<file path="src/rtl/pong_game_ctrl_if.sv">
// Control/status bundle between the Pong game-logic sequencer and its surroundings.
// The master side drives frame tick, buttons and serve; the slave side returns positions and scores.
interface pong_game_ctrl_if;
    logic       frame_tick;
    logic       p1_up;
    logic       p1_down;
    logic       p2_up;
    logic       p2_down;
    logic       serve;
    logic [8:0] stickp1;
    logic [8:0] stickp2;
    logic [9:0] ballx;
    logic [8:0] bally;
    logic [3:0] scorep1;
    logic [3:0] scorep2;
    logic       game_over;
    logic [1:0] state;

    modport master (
        output frame_tick, p1_up, p1_down, p2_up, p2_down, serve,
        input  stickp1, stickp2, ballx, bally, scorep1, scorep2, game_over, state
    );

    modport slave (
        input  frame_tick, p1_up, p1_down, p2_up, p2_down, serve,
        output stickp1, stickp2, ballx, bally, scorep1, scorep2, game_over, state
    );
endinterface

</file>
<file path="src/rtl/pong_game_ctrl.sv">
// Pong game-logic sequencer: once per frame_tick it moves sticks and ball, resolves
// bounces and goals, keeps score and runs the IDLE/PLAY/POINT/GAMEOVER sequence.
module pong_game_ctrl #(
    parameter int STICKSIZE    = 64,
    parameter int STICKWIDTH   = 8,
    parameter int STICKP1X     = 32,
    parameter int STICKP2X     = 600,
    parameter int BALLSIZE     = 8,
    parameter int STICK_SPEED  = 4,
    parameter int BALL_SPEED   = 2,
    parameter int PAUSE_FRAMES = 60,
    parameter int WIN_SCORE    = 9
) (
    input  logic            clk,
    input  logic            rst_n,
    pong_game_ctrl_if.slave bus
);
    localparam int STICK_MAX = 479 - STICKSIZE;
    localparam int P1_FACE   = STICKP1X + STICKWIDTH;
    localparam int P2_STOP   = STICKP2X - BALLSIZE;
    localparam int BALL_MAXY = 479 - BALLSIZE;
    localparam int CNT_W     = $clog2(PAUSE_FRAMES + 1);

    localparam logic [8:0]       STICK0   = 9'((480 - STICKSIZE) / 2);
    localparam logic [9:0]       BALL_X0  = 10'((640 - BALLSIZE) / 2);
    localparam logic [8:0]       BALL_Y0  = 9'((480 - BALLSIZE) / 2);
    localparam logic [CNT_W-1:0] CNT_LAST = CNT_W'(PAUSE_FRAMES - 1);

    typedef enum logic [1:0] {
        S_IDLE  = 2'd0,
        S_PLAY  = 2'd1,
        S_POINT = 2'd2,
        S_OVER  = 2'd3
    } state_t;

    state_t           r_state,  w_state;
    logic [8:0]       r_stick1, w_stick1;
    logic [8:0]       r_stick2, w_stick2;
    logic [9:0]       r_ballx,  w_ballx;
    logic [8:0]       r_bally,  w_bally;
    logic [3:0]       r_score1, w_score1;
    logic [3:0]       r_score2, w_score2;
    logic             r_dx,     w_dx;      // 1 = moving right
    logic             r_dy,     w_dy;      // 1 = moving down
    logic [CNT_W-1:0] r_cnt,    w_cnt;

    logic [10:0] w_bx, w_by, w_s1, w_s2;
    logic        w_ov1, w_ov2, w_hit1, w_hit2, w_goal1, w_goal2;

    function automatic logic [8:0] stick_step(input logic [8:0] pos, input logic up, input logic dn);
        logic [10:0] p;
        p = {2'b00, pos};
        stick_step = pos;
        if (up && !dn) begin
            if (p < 11'(1 + STICK_SPEED)) stick_step = 9'd1;
            else                          stick_step = 9'(p - 11'(STICK_SPEED));
        end else if (dn && !up) begin
            if (p + 11'(STICK_SPEED) > 11'(STICK_MAX)) stick_step = 9'(STICK_MAX);
            else                                        stick_step = 9'(p + 11'(STICK_SPEED));
        end
    endfunction

    function automatic logic [3:0] score_inc(input logic [3:0] s);
        score_inc = (s >= 4'd9) ? 4'd9 : s + 4'd1;
    endfunction

    // Widen everything to 11 bits so sums and differences can never wrap
    assign w_bx = {1'b0, r_ballx};
    assign w_by = {2'b00, r_bally};
    assign w_s1 = {2'b00, r_stick1};
    assign w_s2 = {2'b00, r_stick2};

    assign w_ov1   = (w_by + 11'(BALLSIZE) > w_s1) && (w_by < w_s1 + 11'(STICKSIZE));
    assign w_ov2   = (w_by + 11'(BALLSIZE) > w_s2) && (w_by < w_s2 + 11'(STICKSIZE));
    assign w_hit1  = !r_dx && w_ov1 && (w_bx >= 11'(P1_FACE)) && (w_bx < 11'(P1_FACE + BALL_SPEED));
    assign w_hit2  = r_dx && w_ov2 && (w_bx + 11'(BALLSIZE) <= 11'(STICKP2X))
                     && (w_bx + 11'(BALLSIZE + BALL_SPEED) > 11'(STICKP2X));
    assign w_goal2 = !r_dx && !w_hit1 && (w_bx < 11'(BALL_SPEED));
    assign w_goal1 = r_dx && !w_hit2 && (w_bx + 11'(BALLSIZE + BALL_SPEED) > 11'd640);

    always_comb begin
        w_state  = r_state;
        w_stick1 = r_stick1;
        w_stick2 = r_stick2;
        w_ballx  = r_ballx;
        w_bally  = r_bally;
        w_score1 = r_score1;
        w_score2 = r_score2;
        w_dx     = r_dx;
        w_dy     = r_dy;
        w_cnt    = r_cnt;
        if (bus.frame_tick) begin
            if (r_state != S_OVER) begin
                w_stick1 = stick_step(r_stick1, bus.p1_up, bus.p1_down);
                w_stick2 = stick_step(r_stick2, bus.p2_up, bus.p2_down);
            end
            case (r_state)
                S_IDLE: begin
                    w_ballx = BALL_X0;
                    w_bally = BALL_Y0;
                    if (bus.serve) w_state = S_PLAY;
                end
                S_PLAY: begin
                    // A goal freezes the ball and aims the next serve at the player who conceded
                    if (w_goal1) begin
                        w_score1 = score_inc(r_score1);
                        w_dx     = 1'b1;
                        w_cnt    = '0;
                        w_state  = S_POINT;
                    end else if (w_goal2) begin
                        w_score2 = score_inc(r_score2);
                        w_dx     = 1'b0;
                        w_cnt    = '0;
                        w_state  = S_POINT;
                    end else begin
                        if (w_hit1) begin
                            w_ballx = 10'(P1_FACE);
                            w_dx    = 1'b1;
                        end else if (w_hit2) begin
                            w_ballx = 10'(P2_STOP);
                            w_dx    = 1'b0;
                        end else if (r_dx) begin
                            w_ballx = 10'(w_bx + 11'(BALL_SPEED));
                        end else begin
                            w_ballx = 10'(w_bx - 11'(BALL_SPEED));
                        end
                        if (!r_dy && (w_by < 11'(1 + BALL_SPEED))) begin
                            w_bally = 9'd1;
                            w_dy    = 1'b1;
                        end else if (r_dy && (w_by + 11'(BALLSIZE + BALL_SPEED) > 11'd479)) begin
                            w_bally = 9'(BALL_MAXY);
                            w_dy    = 1'b0;
                        end else if (r_dy) begin
                            w_bally = 9'(w_by + 11'(BALL_SPEED));
                        end else begin
                            w_bally = 9'(w_by - 11'(BALL_SPEED));
                        end
                    end
                end
                S_POINT: begin
                    if (r_cnt == CNT_LAST) begin
                        w_ballx = BALL_X0;
                        w_bally = BALL_Y0;
                        w_dy    = 1'b1;
                        w_cnt   = '0;
                        w_state = ((r_score1 == 4'(WIN_SCORE)) || (r_score2 == 4'(WIN_SCORE))) ? S_OVER : S_IDLE;
                    end else begin
                        w_cnt = r_cnt + CNT_W'(1);
                    end
                end
                S_OVER: begin
                    if (bus.serve) begin
                        w_score1 = 4'd0;
                        w_score2 = 4'd0;
                        w_ballx  = BALL_X0;
                        w_bally  = BALL_Y0;
                        w_dx     = 1'b1;
                        w_dy     = 1'b1;
                        w_state  = S_IDLE;
                    end
                end
                default: w_state = S_IDLE;
            endcase
        end
    end

    always_ff @(posedge clk or negedge rst_n) begin
        if (!rst_n) begin
            r_state  <= S_IDLE;
            r_stick1 <= STICK0;
            r_stick2 <= STICK0;
            r_ballx  <= BALL_X0;
            r_bally  <= BALL_Y0;
            r_score1 <= 4'd0;
            r_score2 <= 4'd0;
            r_dx     <= 1'b1;
            r_dy     <= 1'b1;
            r_cnt    <= '0;
        end else begin
            r_state  <= w_state;
            r_stick1 <= w_stick1;
            r_stick2 <= w_stick2;
            r_ballx  <= w_ballx;
            r_bally  <= w_bally;
            r_score1 <= w_score1;
            r_score2 <= w_score2;
            r_dx     <= w_dx;
            r_dy     <= w_dy;
            r_cnt    <= w_cnt;
        end
    end

    assign bus.stickp1   = r_stick1;
    assign bus.stickp2   = r_stick2;
    assign bus.ballx     = r_ballx;
    assign bus.bally     = r_bally;
    assign bus.scorep1   = r_score1;
    assign bus.scorep2   = r_score2;
    assign bus.game_over = (r_state == S_OVER);
    assign bus.state     = r_state;
endmodule

</file>
<file path="src/flat_wrapper.sv">
// flat-port wrapper written by rule: the top's interface ports become plain ports
module pong_game_ctrl_flat 
#(
    parameter int STICKSIZE    = 64,
    parameter int STICKWIDTH   = 8,
    parameter int STICKP1X     = 32,
    parameter int STICKP2X     = 600,
    parameter int BALLSIZE     = 8,
    parameter int STICK_SPEED  = 4,
    parameter int BALL_SPEED   = 2,
    parameter int PAUSE_FRAMES = 60,
    parameter int WIN_SCORE    = 9
)
  (clk, rst_n, bus_frame_tick, bus_p1_up, bus_p1_down, bus_p2_up, bus_p2_down, bus_serve, bus_stickp1, bus_stickp2, bus_ballx, bus_bally, bus_scorep1, bus_scorep2, bus_game_over, bus_state);
  pong_game_ctrl_if bus_i ();
  input  logic clk;
  input  logic rst_n;
  input wire logic [$bits(bus_i.frame_tick)-1:0] bus_frame_tick;
  input wire logic [$bits(bus_i.p1_up)-1:0] bus_p1_up;
  input wire logic [$bits(bus_i.p1_down)-1:0] bus_p1_down;
  input wire logic [$bits(bus_i.p2_up)-1:0] bus_p2_up;
  input wire logic [$bits(bus_i.p2_down)-1:0] bus_p2_down;
  input wire logic [$bits(bus_i.serve)-1:0] bus_serve;
  output wire logic [$bits(bus_i.stickp1)-1:0] bus_stickp1;
  output wire logic [$bits(bus_i.stickp2)-1:0] bus_stickp2;
  output wire logic [$bits(bus_i.ballx)-1:0] bus_ballx;
  output wire logic [$bits(bus_i.bally)-1:0] bus_bally;
  output wire logic [$bits(bus_i.scorep1)-1:0] bus_scorep1;
  output wire logic [$bits(bus_i.scorep2)-1:0] bus_scorep2;
  output wire logic [$bits(bus_i.game_over)-1:0] bus_game_over;
  output wire logic [$bits(bus_i.state)-1:0] bus_state;
  assign bus_i.frame_tick = bus_frame_tick;
  assign bus_i.p1_up = bus_p1_up;
  assign bus_i.p1_down = bus_p1_down;
  assign bus_i.p2_up = bus_p2_up;
  assign bus_i.p2_down = bus_p2_down;
  assign bus_i.serve = bus_serve;
  assign bus_stickp1 = bus_i.stickp1;
  assign bus_stickp2 = bus_i.stickp2;
  assign bus_ballx = bus_i.ballx;
  assign bus_bally = bus_i.bally;
  assign bus_scorep1 = bus_i.scorep1;
  assign bus_scorep2 = bus_i.scorep2;
  assign bus_game_over = bus_i.game_over;
  assign bus_state = bus_i.state;
  pong_game_ctrl #(.STICKSIZE(STICKSIZE), .STICKWIDTH(STICKWIDTH), .STICKP1X(STICKP1X), .STICKP2X(STICKP2X), .BALLSIZE(BALLSIZE), .STICK_SPEED(STICK_SPEED), .BALL_SPEED(BALL_SPEED), .PAUSE_FRAMES(PAUSE_FRAMES), .WIN_SCORE(WIN_SCORE)) u_core (.clk(clk), .rst_n(rst_n), .bus(bus_i));
endmodule
</file>
<file path="config.mk">
export PLATFORM = sky130hd
export DESIGN_NAME = pong_game_ctrl_flat
export DESIGN_NICKNAME = d
export VERILOG_FILES = /design/src/rtl/pong_game_ctrl_if.sv /design/src/rtl/pong_game_ctrl.sv /design/src/flat_wrapper.sv
export SDC_FILE = /design/constraint.sdc
export NUM_CORES = 1
export LEC_CHECK = 0
export CORE_UTILIZATION = 41
export DETAILED_ROUTE_END_ITERATION = 8
export HOLD_SLACK_MARGIN = 0.02
export PLACE_DENSITY = 0.64
export SLEW_MARGIN = 20
export SYNTH_ARGS = -nofsm -noshare
export SYNTH_HDL_FRONTEND = slang
export SYNTH_SLANG_ARGS = --single-unit
</file>
<file path="constraint.sdc">
create_clock -name clk -period 4.3 [get_ports clk]
set_input_delay 0.43 -clock clk [delete_from_list [all_inputs] [get_ports clk]]
set_output_delay 0.43 -clock clk [all_outputs]
set_load 0.02 [all_outputs]
</file>
* After elaboration in Yosys (flattened, before gate mapping)
Index checks and enable logic that the tools add are counted.
Cells by class: $add $sub $neg 17, magnitude comparators 18, eq/ne operators 17, muxes and demuxes 55, reduce and logical (&&, ||, !) cells 42
Operator list (number):
- 9-bit two-way mux | 15
- 10-bit two-way mux | 7
- 10-bit one-hot mux with 4 select lines | 1
- 9-bit one-hot mux with 4 select lines | 1
- 11-bit by 9-bit > comparator with 1-bit output, second input constant | 3
- 4-bit two-way mux | 6
- 10-bit by 4-bit adder with 11-bit output, second input constant | 2
- 11-bit by 10-bit > comparator with 1-bit output, second input constant | 2
- 9-bit by 11-bit < comparator with 1-bit output | 2
- 9-bit by 3-bit adder with 10-bit output, second input constant | 2
- 9-bit by 4-bit adder with 10-bit output, second input constant | 2
- 9-bit by 7-bit adder with 10-bit output, second input constant | 2
- 1-bit logical AND | 18
- 9-bit by 3-bit < comparator with 1-bit output, second input constant | 2
- 6-bit two-way mux | 3
- 9-bit by 3-bit subtractor with 9-bit output, second input constant | 2
- 4-bit one-hot mux with 2 select lines | 2
- 5-bit AND reduction | 3
- 2-bit two-way mux | 6
- 6-bit one-hot mux with 2 select lines | 1
- 11-bit by 9-bit > comparator with 1-bit output | 1
- 11-bit by 10-bit <= comparator with 1-bit output, second input constant | 1
- 10-bit by 2-bit adder with 10-bit output, second input constant | 1
- 10-bit by 6-bit greater-or-equal comparator with 1-bit output, second input constant | 1
- other kinds (30) | 63
Word-level totals: flip-flop bits (word level) 55, bits of input ports 8, output and inout port bits 48, logic and storage cells 159

* Depth between registers and ports, before layout
word-level depth 12, gate-level depth with buffers 12, gate-level depth less buffers 11

* Least setup slack after synthesis
OpenSTA, ideal clock, no wires.
path type reg2reg, start point register u_core.r_bally[6] (netlist: u_core.bus.bally[6]), end point register u_core.r_dx, library setup time 0.082 ns, arrival time 3.045 ns, required time 4.218 ns, path slack 1.172 ns, cell stages (with the launch flop) 12, buffers on the path 0, period minus slack after synthesis 3.128 ns, cells stage by stage dfstp_2 and2_1 nand4_1 xnor2_1 ha_1 nand2_1 o21ba_2 o21ai_0 a2111oi_4 nand2_1 a31oi_1 mux2_2
On the way: word-level cells in the longest chain between the ends 12, elaborated cells between the ends (all ways) 25, classes of those cells 1 x add/sub; 4 x order compare; 1 x eq/ne; 4 x mux; 15 x reduce/logical
Ends and longest elaborated chain:
- start: declaration | RTL line pong_game_ctrl.sv:40 | logic [8:0] r_bally, w_bally;
- start signal: assignment | RTL line pong_game_ctrl.sv:184 | r_bally <= w_bally;
- 9-bit by 4-bit adder with 10-bit output | RTL line pong_game_ctrl.sv:73, pong_game_ctrl.sv:74
- 10-bit by 9-bit > comparator with 1-bit output | RTL line pong_game_ctrl.sv:73 | assign w_ov1 = (w_by + 11'(BALLSIZE) > w_s1) && (w_by < w_s1 + 11'(STICKSIZE));
- 1-bit logical AND | RTL line pong_game_ctrl.sv:73
- 1-bit logical AND (3 in a row) | RTL line pong_game_ctrl.sv:75 | assign w_hit1 = !r_dx && w_ov1 && (w_bx >= 11'(P1_FACE)) && (w_bx < 11'(P1_FACE + BALL_SPEED));
- 1-bit zero test | RTL line pong_game_ctrl.sv:78 | assign w_goal2 = !r_dx && !w_hit1 && (w_bx < 11'(BALL_SPEED));
- 1-bit logical AND (2 in a row) | RTL line pong_game_ctrl.sv:78
- 1-bit two-way mux | RTL line pong_game_ctrl.sv:110 | end else if (w_goal2) begin
- 1-bit two-way mux | RTL line pong_game_ctrl.sv:105 | if (w_goal1) begin
- 1-bit one-hot mux with 2 select lines | RTL line pong_game_ctrl.sv:97 | case (r_state)
- end signal: assignment | RTL line pong_game_ctrl.sv:187 | r_dx <= w_dx;
- end: declaration | RTL line pong_game_ctrl.sv:43 | logic r_dx, w_dx;
Parallel ways exist; a longest one is shown, timed or not. A chain may end at the register's enable or synchronous reset.

* Worst setup path in the final report
start point register u_core.r_bally[6] (netlist: u_core.bus.bally[6]), end point register u_core.r_ballx[3] (netlist: u_core.bus.ballx[3])
On the way: word-level cells in the longest chain between the ends 11, elaborated cells between the ends (all ways) 27, classes of those cells 1 x add/sub; 4 x order compare; 2 x eq/ne; 5 x mux; 15 x reduce/logical
Ends and longest elaborated chain:
- 9-bit by 4-bit adder with 10-bit output | RTL line pong_game_ctrl.sv:73, pong_game_ctrl.sv:74
- 11-bit by 9-bit > comparator with 1-bit output or 10-bit by 9-bit > comparator with 1-bit output (tied branches) | RTL line pong_game_ctrl.sv:74, pong_game_ctrl.sv:73
- 1-bit logical AND, on equally long branches | RTL line pong_game_ctrl.sv:74, pong_game_ctrl.sv:73
- 1-bit logical AND, on equally long branches (2 in a row) | RTL line pong_game_ctrl.sv:76, pong_game_ctrl.sv:75
- 1-bit logical AND, on equally long branches | RTL line pong_game_ctrl.sv:77, pong_game_ctrl.sv:75
- 10-bit two-way mux (tied with other cells) | RTL line pong_game_ctrl.sv:119 | end else if (w_hit2) begin
- 10-bit two-way mux (tied with other cells) | RTL line pong_game_ctrl.sv:116 | if (w_hit1) begin
- 10-bit two-way mux (tied with other cells) | RTL line pong_game_ctrl.sv:110
- 10-bit two-way mux or 2-bit != test (tied branches)
- 10-bit one-hot mux with 4 select lines or 5-bit AND reduction (tied branches)
- end signal: assignment | RTL line pong_game_ctrl.sv:183 | r_ballx <= w_ballx;
- end: declaration | RTL line pong_game_ctrl.sv:39 | logic [9:0] r_ballx, w_ballx;
Parallel ways exist; a longest one is shown, timed or not. The select of a mux whose other input is x is not followed.

==> metrics <==
CTS clk-pin slew, worst paths=0.08 ns; status=finished clean; max_cap viols=0; Comb pwr share=0.644; share of layout cells above drive strength 1=0.0794; clock share of power=0.108; GRT Residual Overflow=0; hold buffers post-CTS=0; area grow syn2layout=14.8%; Post-CTS Resized=0; die area=13,900 sq um; worst endpoint required time=4.54 ns; dpl ws=0.796 ns; Clock Tree Buf Depth=2; FMAX=279 MHz; per-cell routed wire length=17.1 um; worst rel slew slack=0.413; Sw Pwr=2.32 mW; sequential area share after synthesis=0.250; vias in the first global route=5,080; crit-path cells=and2_1, nand4_1, xnor2_1, ha_1, nand2_1, o21ba_2, o21ai_0, a2111oi_4, o31ai_1, buf_4, a21o_1, a22o_1; DRT iter0 DRCs=672; Hold Path Class=primary input to asynchronous set/reset pin; cell row count=41; simple-gate area share of the yosys netlist=0.203; RSZ-0062 raised after global routing=no; P_leak=2.71 nW; Cells after DPL=869; Post-CTS Setup Repair Bufs=0; diode count=0; synthesized area=5500 sq um; final hold vios=0; Via density=6.05; critical path class=register to register; drt total wl=15.0 mm; mux cell area share after synthesis=0.0152; Mean Syn Cell Area=8.25 sq um; Layout Nets=785; Design Power=4.63 mW; Unique masters post-synth=85; adder and majority cell fraction of the synthesized area=0.169; sinks on the clock net=54; first-pass GRT wire length=25.4 mm; clk_skew=0.00861 ns; period utilisation layout=0.833; Setup WS post-layout=0.717 ns; Critical Path Source Type=register; non-filler cells, final=877; Seq pwr share=0.248; H-tree Lvls=2; initial core utilization=0.427; Setup Total Neg Slack=0 ns; total CTS buffers=5; fraction of registers with async set/reset=1.00; sw frac=0.500; Root Driver=clkbuf_16; # setup viols final=0; I/O pin total=56; Antenna Nets Post-Route=0; Routability Congestion=0.926; initial antenna violation count=0; syn_nets=748; final hold slack=0.0434 ns; largest net degree at the start of global routing=38; Data arrival, critical path=3.82 ns; Peak supply drop=0.000301 V; Synth Area in XOR/XNOR=0.0207; Final Max Tran Viols=0; Ys Warns=0; Core Util, Final=0.490; core area=12,900 sq um; DIE HEIGHT=118 um; ys flop type=dfrtp_1; Mapped Cells=667; CP Capture Type=register; Pint=2.32 mW; placed instance area=6140 sq um; Port Buffers=54; Pre-antenna DRT Iters=5; number of synthesized flops with an enable pin=0; pwr/cell area=734 nW/um^2; crit path time final=3.58 ns; Final HPWL DP=11.3 mm; Design Area, Final=6310 sq um; Worst path slowest cell=dfstp_2; vias=5,309; Compound-Gate Fraction of Synth Area=0.279; Total GRT Usage=0.221; CP max FO=11; DRC viols=0; Slew @ Worst Pin=0.872 ns; CTS tree=yes; Crit path largest cell delay=0.66 ns; largest family of logic cells by synthesized area=compound AO/OA/AOI/OAI gates; Fill cells=1,255; Seq cells post-synth=54; die width=118 um; clock latency on the worst-skew pair=0.31 ns
==> worst max-delay path, delay by kind of cell (launching register included) <==
| kind | cells | cell delay (ns) |
|---|---|---|
| compound gates | 6 | 1.64 |
| xor+xnor | 1 | 0.18 |
| fa+ha+maj | 1 | 0.30 |
| buf+inv | 1 | 0.24 |
| flops | 1 | 0.66 |
| simple gates | 3 | 0.47 |
==> cells by family after synthesis <==
family / after synthesis
muxes: 8
adders and majority gates: 74
xor gates and xnor gates: 13
and+or+nand+nor: 213
other: 1
AOI/OAI and AO/OA: 222
buffers and inverters: 82
DFF: 54
==> power groups by stage <==
stage	Clock [mW]	Combinational, mW	Sequential (mW)
6_report	0.501	2.98	1.15
5_1_grt	0.530	3.32	1.20
4_1_cts	0.516	2.97	1.14
3_5_place_dp	0	2.96	1.15
3_3_place_gp	0	2.91	1.14
2_1_floorplan	0	2.05	1.13
==> final timing paths <==
| path | slack [ns] | startpoint | cells past startpoint | to |
|---|---|---|---|---|
| max reg2reg | 0.72 | u_core.bus.bally[6]$_DFFE_PN1P_ | 12 | u_core.bus.ballx[3]$_DFFE_PN1P_ |
| min | 0.04 | rst_n | 1 | u_core.bus.stickp1[3]$_DFFE_PN0P_ |
| max in group asynchronous | 3.39 | rst_n | 2 | u_core.bus.bally[7]$_DFFE_PN1P_ |
| min reg2reg | 0.51 | u_core.r_cnt[0]$_DFFE_PN0P_ | 1 | u_core.r_cnt[0]$_DFFE_PN0P_ |
| min in group clk | 0.51 | u_core.r_cnt[0]$_DFFE_PN0P_ | 1 | u_core.r_cnt[0]$_DFFE_PN0P_ |
| max | 0.72 | u_core.bus.bally[6]$_DFFE_PN1P_ | 12 | u_core.bus.ballx[3]$_DFFE_PN1P_ |
==> synthesized netlist by cell type, types with 7 or more instances <==
library cell,number,share of area
a21oi_1,51,0.046
and2_1,7,0.0080
ha_1,72,0.16
dfrtp_1,36,0.16
inv_1,53,0.036
xnor2_1,11,0.018
nand3_1,27,0.025
o22ai_1,8,0.0091
nor2_1,34,0.023
o31ai_1,7,0.0095
nand2_1,59,0.040
nor3_1,11,0.010
nand2b_1,9,0.010
dfstp_2,18,0.086
nand4_1,7,0.0080
a21o_1,12,0.016
a31oi_1,9,0.010
nor4_1,12,0.014
and3_1,10,0.011
o21ai_0,52,0.047
clkbuf_1,17,0.012
==> area by class of cell <==
cell class / count / area, sq um / area share
flip-flops and latches: 54 / 1370 / 0.218
well taps: 172 / 215 / 0.0341
clock inverters: 3 / 47.5 / 0.00753
multi-input cells: 531 / 3780 / 0.599
clock buffers: 5 / 125 / 0.0198
inverters: 54 / 203 / 0.0321
repair buffers: 58 / 566 / 0.0896
==> metal layers <==
metal / vias up / routed length (um) / global-route usage
met1: 2563 / 6810 / 0.289
met3: 21 / 674 / 0.0252
met2: 172 / 7250 / 0.378
li1: 2553 / - / -
met5: - / 0 / 0
met4: 0 / 231 / 0.0705
==> flip-flops by register name, indices dropped and copies added (netlist names) <==
register            count
u_core.bus.ballx        9
u_core.bus.stickp2      9
u_core.bus.bally        9
u_core.bus.scorep1      4
u_core.r_dx             1
u_core.r_cnt            6
u_core.bus.scorep2      4
u_core.r_dy             1
u_core.bus.state        2
u_core.bus.stickp1      9
==> layout by cell type, fill, tap and decap left out, types with 7 or more instances in the layout <==
cell type and n:
ha_1 72, a31oi_1 9, nor2_1 34, nand2b_1 9, nand2_1 59, clkdlybuf4s50_1 53
a21oi_1 51, dfrtp_1 36, o21ai_0 52, inv_1 53, o22ai_1 8, nand3_1 27
a21o_1 12, and2_1 7, o31ai_1 7, nor4_1 12, dfstp_2 18, nand4_1 7
xnor2_1 11, and3_1 10, nor3_1 11
(Power assumes the default switching activity.)
